===== src/rtl/serial_port_demux.sv =====
// serial_port_demux: frames {start, addr, len, payload[, parity]} on SerIn and
// routes the payload bits combinationally onto the addressed port of P.
module serial_port_demux #(
    parameter int ADDR_W    = 2,
    parameter int LEN_W     = 4,
    parameter int PARITY_EN = 0
) (
    input  logic                 clk,
    input  logic                 rst,
    input  logic                 clkEn,
    input  logic                 SerIn,
    output logic [2**ADDR_W-1:0] P,
    output logic                 SerOutValid,
    output logic                 Done,
    output logic                 ParErr,
    output logic [LEN_W-1:0]     Count,
    output logic [6:0]           SSD_Out
);
    localparam int NP = 2**ADDR_W;
    localparam int MW = ADDR_W > LEN_W ? ADDR_W : LEN_W;
    localparam int CW = $clog2(MW + 1);
    localparam logic [6:0] SEG [16] = '{
        7'b1000000, 7'b1111001, 7'b0100100, 7'b0110000,
        7'b0011001, 7'b0010010, 7'b0000010, 7'b1111000,
        7'b0000000, 7'b0010000, 7'b0001000, 7'b0000011,
        7'b1000110, 7'b0100001, 7'b0000110, 7'b0001110
    };

    typedef enum logic [2:0] {IDLE, ADDR, LEN, DATA, PAR, DONE} state_t;

    state_t            state_q;
    logic [ADDR_W-1:0] addr_q, addr_d;
    logic [LEN_W-1:0]  count_q, len_d;
    logic [CW-1:0]     bit_q;
    logic              par_q, parerr_q;
    logic [3:0]        nib;

    assign addr_d = ADDR_W'({addr_q, SerIn});
    assign len_d  = LEN_W'({count_q, SerIn});

    always_ff @(posedge clk or posedge rst) begin
        if (rst) begin
            state_q  <= IDLE;
            addr_q   <= '0;
            count_q  <= '0;
            bit_q    <= '0;
            par_q    <= 1'b0;
            parerr_q <= 1'b0;
        end else if (state_q == DONE) begin
            state_q <= IDLE;
        end else if (clkEn) begin
            case (state_q)
                IDLE: if (!SerIn) begin
                    state_q  <= ADDR;
                    bit_q    <= CW'(ADDR_W - 1);
                    par_q    <= 1'b0;
                    parerr_q <= 1'b0;
                end
                ADDR: begin
                    addr_q <= addr_d;
                    bit_q  <= bit_q - 1'b1;
                    if (bit_q == '0) begin
                        state_q <= LEN;
                        bit_q   <= CW'(LEN_W - 1);
                    end
                end
                LEN: begin
                    count_q <= len_d;
                    bit_q   <= bit_q - 1'b1;
                    if (bit_q == '0) state_q <= (len_d != '0) ? DATA : DONE;
                end
                DATA: begin
                    count_q <= count_q - 1'b1;
                    par_q   <= par_q ^ SerIn;
                    if (count_q == LEN_W'(1)) state_q <= (PARITY_EN != 0) ? PAR : DONE;
                end
                PAR: begin
                    if (par_q ^ SerIn) parerr_q <= 1'b1;
                    state_q <= DONE;
                end
                default: state_q <= IDLE;
            endcase
        end
    end

    // Routing is deliberately combinational so payload bits reach the port with zero latency.
    assign P           = (state_q == DATA && SerIn) ? NP'(1) << addr_q : '0;
    assign SerOutValid = state_q == DATA;
    assign Done        = state_q == DONE;
    assign ParErr      = parerr_q;
    assign Count       = count_q;
    assign nib         = 4'(count_q);
    assign SSD_Out     = SEG[nib];
endmodule


===== config.mk =====
export PLATFORM = sky130hd
export DESIGN_NAME = serial_port_demux
export DESIGN_NICKNAME = d
export VERILOG_FILES = /design/src/rtl/serial_port_demux.sv
export SDC_FILE = /design/constraint.sdc
export NUM_CORES = 1
export LEC_CHECK = 0
export CORE_MARGIN = 2
export CORE_UTILIZATION = 55
export CTS_BUF_LIST = sky130_fd_sc_hd__clkbuf_4
export DETAILED_ROUTE_END_ITERATION = 8
export PLACE_DENSITY = 0.82
export SYNTH_ARGS = -nofsm -noshare
export SYNTH_HDL_FRONTEND = slang
export SYNTH_SLANG_ARGS = --single-unit

===== constraint.sdc =====
create_clock -name clk -period 1.7 [get_ports clk]
set_input_delay 0.425 -clock clk [delete_from_list [all_inputs] [get_ports clk]]
set_output_delay 0.425 -clock clk [all_outputs]
set_load 0.01 [all_outputs]

==> results.tsv, run 1 <==
stage	metric	value	unit
status	outcome	complete, but fails checks	
status	violations	setup timing	
setup_path	slowest_delay	0.44	ns
clock_tree	cts.sinks	14	
setup_path	arrival	1.54	ns
floorplanning	rows	17	
placed_design	place_congestion	0.840	
synth	synth_edf_count	0	
setup_path	cp-start-kind	register	
finish	mostFrequentLayoutCell	buf_4	
setup_path	crit_buf_inv	3	
floorplanning	pin_count	22	
timing	setup_violations	11	
grt	grt_antenna_before_repair	0	
clock_tree	clockBufferDepth	2	
synth	ys_seq_elements	14	
timing	setup_ws	-0.264	ns
timing	fin_crit_sh	116	%
grt	grt_pass1_vias	1341	
route	vias	1393	
timing	rsz0062_at_grt	yes	
route	totalWireLength	3830	um
grt	grt_pass1_wl	5780	um
finish	fillers	142	
setup_path	critPathRequiredTime	1.27	ns
floorplanning	start_util	58.2	%
power	p_leak	0.844	nW
synth	synthArstFlopShare	100	%
synth	yosys_warnings	0	
timing	finalHoldViolations	0	
synth	synth_cell_types	47	
grt	overflow	0	
power	power	3.58	mW
clock_tree	cts_max_level	1	
synth	ys_seq_area_share	27.2	%
placed_design	dp_slack	-0.493	ns
clock_tree	cts_tree	yes	
synth	syn_nets	167	
clock_tree	cts_inserted_buffers	3	
synth	synthCells	155	
timing	fin_skew	0.00249	ns
timing	final.min_clock_period	1.96	ns
power	power.density	1980	mW/mm2
route	dr.pass1.iters	4	
synth	synth.avg_cell_area	8.31	um2
timing	max-slew-margin-rel	74.3	%
setup_path	end_kind	output port	
synth	syn-cell-area	0.00129	mm2
timing	clock.fmax	509	MHz
power	ir_worst_vdd	1.32	mV
finish	areaGrowthSynthToFinish	40.0	%
timing	slew_violations	0	
timing	hold_slack	0.405	ns
finish	final_nets	219	
finish	antenna_cells	0	
worst_hold_path	hp-class	input pin to async pin	
setup_path	crit_family	flip-flops	
setup_path	path_cells	inv_4, buf_4, ha_1, nand2_1, o21ai_2, o21ai_1, buf_2	
floorplanning	die_y	52.4	um
floorplanning	die-area	0.00274	mm2
synth	synth_flop_cell	dfrtp_1	
flow_run	cap_violations	0	
floorplanning	die_x	52.4	um
route	routedWlPerCell	16.4	um
floorplanning	core	0.00221	mm2
setup_path	criticalPathCategory	register to output port	
placed_design	port_buffers	21	
grt	grt_use_total	28.0	%
clock_tree	clk_latency	0.29	ns
clock_tree	root_buffer	clkbuf_4	
clock_tree	clkTransAtPathRegs	0.09	ns
route	antenna_violating_nets_post_route	0	
route	drtIter0Drc	60	
route	drcViolationCount	0	
timing	worst_pin_slew	0.386	ns
finish	drive_above_1_share	44.2	%
placed_design	place_hpwl	2580	um
grt	grt_max_degree	15	
setup_path	slowest_stage	dfrtp_2	
timing	setup_tns	-1.69	ns
route	via_per_inst	5.95	
finish	layout_common_cells	buf_4, nor2_1, nand2_1, buf_2, a21oi_1	
setup_path	crit_fanout	4	
==> what timing repair did <==
action | in CTS | in global routing
setup buffers | 6 | 2
pin swaps | 5 | 6
setup endpoints to repair | 18 | 13
hold buffers | 0 | 0
resized for setup | 80 | 10
==> path summary, 6_finish.rpt <==
check | from | endpoint | slack [ns] | cells after the start
setup reg to reg | state_q[1]$_DFFE_PP0P_ | bit_q[2]$_DFFE_PP0P_ | 0.06 | 6
max in group asynchronous | rst | state_q[2]$_DFFE_PP0P_ | 0.85 | 3
hold / removal | rst | bit_q[1]$_DFFE_PP0P_ | 0.41 | 2
hold reg to reg | ParErr$_DFFE_PP0P_ | ParErr$_DFFE_PP0P_ | 0.59 | 2
setup / recovery | Count[0]$_DFFE_PP0P_ | SSD_Out[4] | -0.26 | 7
min in group clk | ParErr$_DFFE_PP0P_ | ParErr$_DFFE_PP0P_ | 0.59 | 2
==> power by group <==
part / total (mW) / leakage, nW / switching [mW] / internal [mW]
registers: 0.650 / 0.165 / 0.162 / 0.488
clock network: 0.207 / 0.0154 / 0.121 / 0.0856
logic: 2.72 / 0.664 / 1.41 / 1.31
total: 3.58 / 0.844 / 1.69 / 1.88
==> area by class of cell <==
cell class / instances / area, um2 / area share, %
Clock buffer: 3 / 22.5 / 1.25
Timing Repair Buffer: 60 / 443 / 24.6
Multi-Input combinational cell: 119 / 905 / 50.2
Sequential cell: 14 / 355 / 19.7
Clock inverter: 1 / 3.75 / 0.208
Tap cell: 28 / 35.0 / 1.94
Inverter: 9 / 38.8 / 2.15
==> sequential cells by signal (all words and copies together) (netlist names) <==
| register | cells |
|---|---|
| addr_q | 2 |
| par_q | 1 |
| state_q | 3 |
| Count | 4 |
| ParErr | 1 |
| bit_q | 3 |
==> synthesized netlist by cell type (all sizes together), types with 2 or more instances <==
cell type	n	area [um2]
a211oi	2	15.0
a21oi	13	65.1
a311oi	3	26.3
a31oi	4	25.0
buf	11	91.3
clkbuf	2	7.51
dfrtp	14	350
ha	8	100
inv	9	33.8
mux2	2	22.5
mux2i	3	30.0
nand2	18	82.6
nand2b	5	48.8
nand3	4	25.0
nor2	14	52.6
nor2b	5	33.8
nor3	4	20.0
nor3b	2	15.0
o21ai	9	45.0
o22ai	2	12.5
o31ai	2	15.0
or3	2	12.5
==> kinds of logic (layout without fill, tap and decap cells) <==
logic type	after synthesis	in the layout	synth area share [%]
DFF	14	14	27.2
AOI/OAI and AO/OA	45	45	23.1
muxes	5	5	4.08
buffers and inverters	22	73	10.3
and+or+nand+nor	60	60	26.8
xor gates and xnor gates	1	1	0.680
adders and majority gates	8	8	7.77
==> layer usage <==
layer  routed length [um]  GRT usage [%]
met2                 1940           48.8
met1                 1590           34.8
met3                  223           5.14
met4                   80           8.55
met5                    0              0
==> worst reg2reg max path: cells and delay by family (launching register included) <==
kind	cells	cell delay, ns
AO/OA/AOI/OAI	1	0.25
AND/OR/NAND/NOR	3	0.58
buffers and inverters	2	0.33
flip-flops	1	0.38
==> stage by stage <==
stage	instance area (um2)	std cells	util, %
detailed placement	1670	222	75.6
CTS	1750	232	79.0
global route	1800	234	81.5
floorplan	1290	155	-
finish	1800	234	81.5
global placement	1670	222	75.6
Power figures use the tool's default switching activity.
==> run 2: changes to the inputs <==
- CAP_MARGIN: unset -> 30
==> results of run 2 <==
The final DEF is identical to that of run 1; final timing and power are the same.
==> run 3: changes to the inputs <==
- ABC_AREA: unset -> 1
- CORE_UTILIZATION: 55 -> 53
- PLACE_DENSITY: 0.82 -> 0.81
==> results.tsv, run 3 <==
stage	metric	value	unit
timing	postGrtWorstEndpoint	SSD_Out[3]	
synth	syn_nets	194	
timing	worst_endpoint_kind	top-level output	
clock_tree	cts_inserted_buffers	3	
clock_tree	root_buffer	clkbuf_4	
synth	syn-cell-area	0.00115	mm2
synth	synth_edf_count	0	
synth	yosys_warnings	0	
clock_tree	clockBufferDepth	2	
floorplanning	start_util	57.6	%
floorplanning	rows	16	
placed_design	place_congestion	0.908	
placed_design	place_hpwl	2580	um
clock_tree	cts_max_level	1	
status	outcome	stopped before the end	
synth	yosysMostFrequentCell	nand2_1	
status	error	[ERROR GRT-0232] Routing congestion too high. Check the congestion heatmap in the GUI.	
synth	synth.avg_cell_area	6.33	um2
clock_tree	cts.sinks	14	
synth	netlist.area_leader.share	30.4	%
grt	overflow	2	
floorplanning	pin_count	22	
synth	synth_commonest_cells	nand2_1, inv_1, nand3_1, o21ai_0, dfrtp_1	
floorplanning	die_y	50.6	um
synth	ys_seq_elements	14	
grt	grt_max_degree	15	
synth	synthCells	182	
floorplanning	die_x	50.6	um
synth	synth_area_leaders	dfrtp_1, nand2_1, ha_1	
grt	grt_use_total	55.6	%
synth	ys_seq_area_share	30.4	%
synth	synth_cell_types	23	
synth	synthArstFlopShare	100	%
placed_design	port_buffers	21	
synth	yosys.area.top_type	dfrtp_1	
synth	synth_flop_cell	dfrtp_1	
status	failed_stage	global routing (5_1_grt)	
[run 3: changes by cell type after synthesis, sizes merged, moves of 3 or more]
cell	delta
nand3	+12
nand2	+52
a31oi	-3
nand2b	-5
nor2b	-5
a21oi	-10
inv	+15
mux2i	-3
buf	-10
o21ai	+7
a311oi	-3
[run 3: timing repair]
item                       CTS
cloned                       0
pin swaps                    8
setup buffers                4
setup endpoints to repair   17
hold buffers                 0
resized for setup           89
[run 3: per-stage QoR]
stage | utilization (%) | area (um2) | hold slack (ns) | instances | setup WS [ns]
after floorplan | - | 1160 | 0.314 | 182 | 0.0256
after global placement | 81.8 | 1640 | 0.456 | 260 | -0.400
after detailed placement | 81.8 | 1640 | 0.476 | 260 | -0.444
after CTS | 88.5 | 1770 | 0.408 | 268 | -0.192
[run 3: cell families after synthesis]
kind of cell             count (synthesis)  share of synthesized area (%)
AND/OR/NAND/NOR                        107                           38.7
buffers and inverters                   27                           9.01
AO/OA/AOI/OAI                           24                           11.7
flip-flops                              14                           30.4
adder cells (fa/ha/maj)                  8                           8.69
XOR/XNOR                                 2                           1.52
[run 3: metal layers]
layer	track usage [%]	GRT overflow
met2	80.3	0
met4	53.6	2
met5	0	0
met3	33.0	0
met1	54.1	0
==> run 4: changes to the inputs <==
- CORE_AREA: unset -> 2 2 63 65
- CORE_MARGIN: 2 -> unset
- CORE_UTILIZATION: 53 -> unset
- CTS_BUF_LIST: sky130_fd_sc_hd__clkbuf_4 -> unset
- DIE_AREA: unset -> 0 0 65 67
- PLACE_DENSITY: 0.81 -> unset
- PLACE_DENSITY_LB_ADDON: unset -> 0.15
==> results.tsv, run 4 <==
stage	metric	value	unit
status	outcome	complete, but fails checks	
status	violations	setup timing	
synth	synth_cell_types	23	
setup_path	crit_buf_inv	3	
synth	synth_flop_cell	dfrtp_1	
floorplanning	start_util	32.0	%
floorplanning	pin_count	22	
placed_design	port_buffers	21	
synth	synthArstFlopShare	100	%
clock_tree	hold_buffers	0	
finish	fin_util	51.1	%
clock_tree	cts_max_level	1	
synth	yosysMostFrequentCell	nand2_1	
placed_design	placed_cell_area	0.00164	mm2
power	pwr-share-comb	73.5	%
grt	grt_max_degree	13	
setup_path	r2r_slack	0.14	ns
finish	fin_cells	288	
synth	synth_area_leaders	dfrtp_1, nand2_1, ha_1	
synth	ys_seq_area_share	30.4	%
finish	mostFrequentLayoutCell	nand2_1	
route	totalWireLength	3460	um
setup_path	reg2reg_from	Count[0]$_DFFE_PP0P_	
power	netSwitchingFraction	46.9	%
clock_tree	clkTransAtPathRegs	0.06	ns
route	routedWlPerCell	12.0	um
setup_path	cp-start-kind	register	
setup_path	crit_fanout	5	
synth	netlist.area_leader.share	30.4	%
setup_path	critPathRequiredTime	1.27	ns
setup_path	crit_family	flip-flops	
power	p_switching	1.73	mW
flow_run	cap_violations	0	
synth	syn-cell-area	0.00115	mm2
floorplanning	rows	22	
route	vias	1383	
finish	finalInstanceArea	0.00184	mm2
route	via_per_inst	4.80	
timing	finalHoldViolations	0	
floorplanning	die-area	0.00436	mm2
timing	clock.fmax	533	MHz
clock_tree	clk_latency	0.25	ns
finish	largest_reg_flops	4	
power	power	3.69	mW
setup_path	ff2ff_path_depth	10	
route	drcViolationCount	0	
synth	synth_edf_count	0	
timing	setup_violations	7	
route	antenna_violating_nets_post_route	0	
finish	drive_above_1_share	36.7	%
clock_tree	cts.sinks	14	
floorplanning	die_x	65	um
setup_path	arrival	1.45	ns
worst_hold_path	hp-class	input pin to async pin	
setup_path	r2r_end	state_q[2]$_DFFE_PP0P_	
synth	ys_seq_elements	14	
synth	synth.avg_cell_area	6.33	um2
power	power.density	2000	mW/mm2
setup_path	slowest_delay	0.43	ns
power	p_int	1.96	mW
grt	grt_antenna_before_repair	0	
setup_path	criticalPathCategory	register to output port	
finish	final_nets	253	
grt	grt_use_total	17.2	%
setup_path	slowest_stage	dfrtp_2	
timing	final.min_clock_period	1.87	ns
placed_design	place_congestion	0.863	
power	seqPwrFrac	17.5	%
finish	layout_common_cells	nand2_1, buf_4, inv_1, nand3_1, o21ai_0	
placed_design	place_hpwl	2570	um
synth	synth_commonest_cells	nand2_1, inv_1, nand3_1, o21ai_0, dfrtp_1	
power	p_leak	0.981	nW
timing	fin_skew	0.00190	ns
timing	worst_pin_slew	0.375	ns
synth	syn_nets	194	
clock_tree	cts_inserted_buffers	3	
placed_design	placed_cells	278	
timing	max-slew-margin-rel	74.8	%
timing	setup_ws	-0.175	ns
floorplanning	core	0.00361	mm2
grt	grt_pass1_vias	1317	
synth	synthCells	182	
floorplanning	die_y	67	um
setup_path	end_kind	output port	
synth	yosys.area.top_type	dfrtp_1	
power	p_clk_share	9.0	%
timing	slew_violations	0	
clock_tree	clockBufferDepth	2	
power	ir_worst_vdd	0.725	mV
finish	antenna_cells	0	
route	drtIter0Drc	36	
clock_tree	cts_tree	yes	
grt	grt_pass1_wl	5750	um
timing	rsz0062_at_grt	yes	
clock_tree	root_buffer	clkbuf_8	
timing	fin_crit_sh	110	%
setup_path	path_cells	inv_4, buf_6, ha_4, o311ai_2, buf_2	
synth	yosys_warnings	0	
route	dr.pass1.iters	4	
finish	areaGrowthSynthToFinish	59.8	%
grt	overflow	0	
-- run 4: worst max-delay path by stage --
stage | startpoint | end | slack (ns) | cells after the start
2_1_floorplan | Count[0]$_DFFE_PP0P_ | SSD_Out[3] | 0.03 | 3
3_3_place_gp | SerIn | P[2] | -0.41 | 4
3_5_place_dp | SerIn | P[1] | -0.48 | 4
4_1_cts | Count[0]$_DFFE_PP0P_ | SSD_Out[4] | -0.16 | 5
5_1_grt | Count[0]$_DFFE_PP0P_ | SSD_Out[3] | -0.22 | 8
6_report | Count[0]$_DFFE_PP0P_ | SSD_Out[3] | -0.17 | 5
-- run 4: power groups by stage --
stage	Sequential, mW	Clock [mW]	Combinational (mW)
final	0.644	0.332	2.71
after global routing	0.661	0.355	3.01
after CTS	0.625	0.343	2.52
after detailed placement	0.603	0	2.39
after global placement	0.599	0	2.33
after floorplan	0.646	0	1.22
-- run 4: kinds of logic (layout without fill, tap and decap cells) --
| kind of cell | after synthesis | after routing | synth area share (%) |
|---|---|---|---|
| AND/OR/NAND/NOR | 107 | 107 | 38.7 |
| flip-flops | 14 | 14 | 30.4 |
| buffers and inverters | 27 | 85 | 9.01 |
| adder cells (fa/ha/maj) | 8 | 8 | 8.69 |
| XOR/XNOR | 2 | 2 | 1.52 |
| AO/OA/AOI/OAI | 24 | 24 | 11.7 |
-- run 4: metal layers --
layer	up-vias	share of wire [%]	wire length, um	GRT usage, %
li1	697	-	-	-
met1	657	42	1450	19.4
met2	25	53	1830	32.9
met3	4	4.0	140	3.38
met4	0	1.2	41	4.52
met5	-	0	0	0
-- run 4: final cells by class --
class	instances	area, um2
fill	363	1760
timing repair buffer	56	433
sequential	14	353
tap	48	60.1
clock buffer	4	55.1
inverter	25	98.8
multi-input combinational	141	842
-- run 4: what timing repair did --
item                                    4_1_cts  5_1_grt
pin swaps                                     2        4
endpoints found under the setup margin       16       13
cloned                                        0        0
setup buffers                                 4        2
gates resized for setup                      78       21
-- run 4: through the flow --
step           setup slack [ns]  TNS [ns]  hold slack (ns)
2_1_floorplan            0.0256         0            0.314
3_3_place_gp             -0.405     -3.57            0.458
3_5_place_dp             -0.480     -3.95            0.464
4_1_cts                  -0.157    -0.794            0.340
5_1_grt                  -0.216     -1.24            0.348
6_report                 -0.175    -0.859            0.335
-- run 4: worst register-to-register path, stage by stage, from the launching register on --
cell     delay (ns)
dfrtp_2        0.39
buf_6          0.13
ha_4           0.17
nand3_2        0.14
buf_4          0.17
nand2_1        0.05
inv_1          0.05
nor2_2         0.16
nand2_2        0.08
nand2_1        0.06
nand2_1        0.05
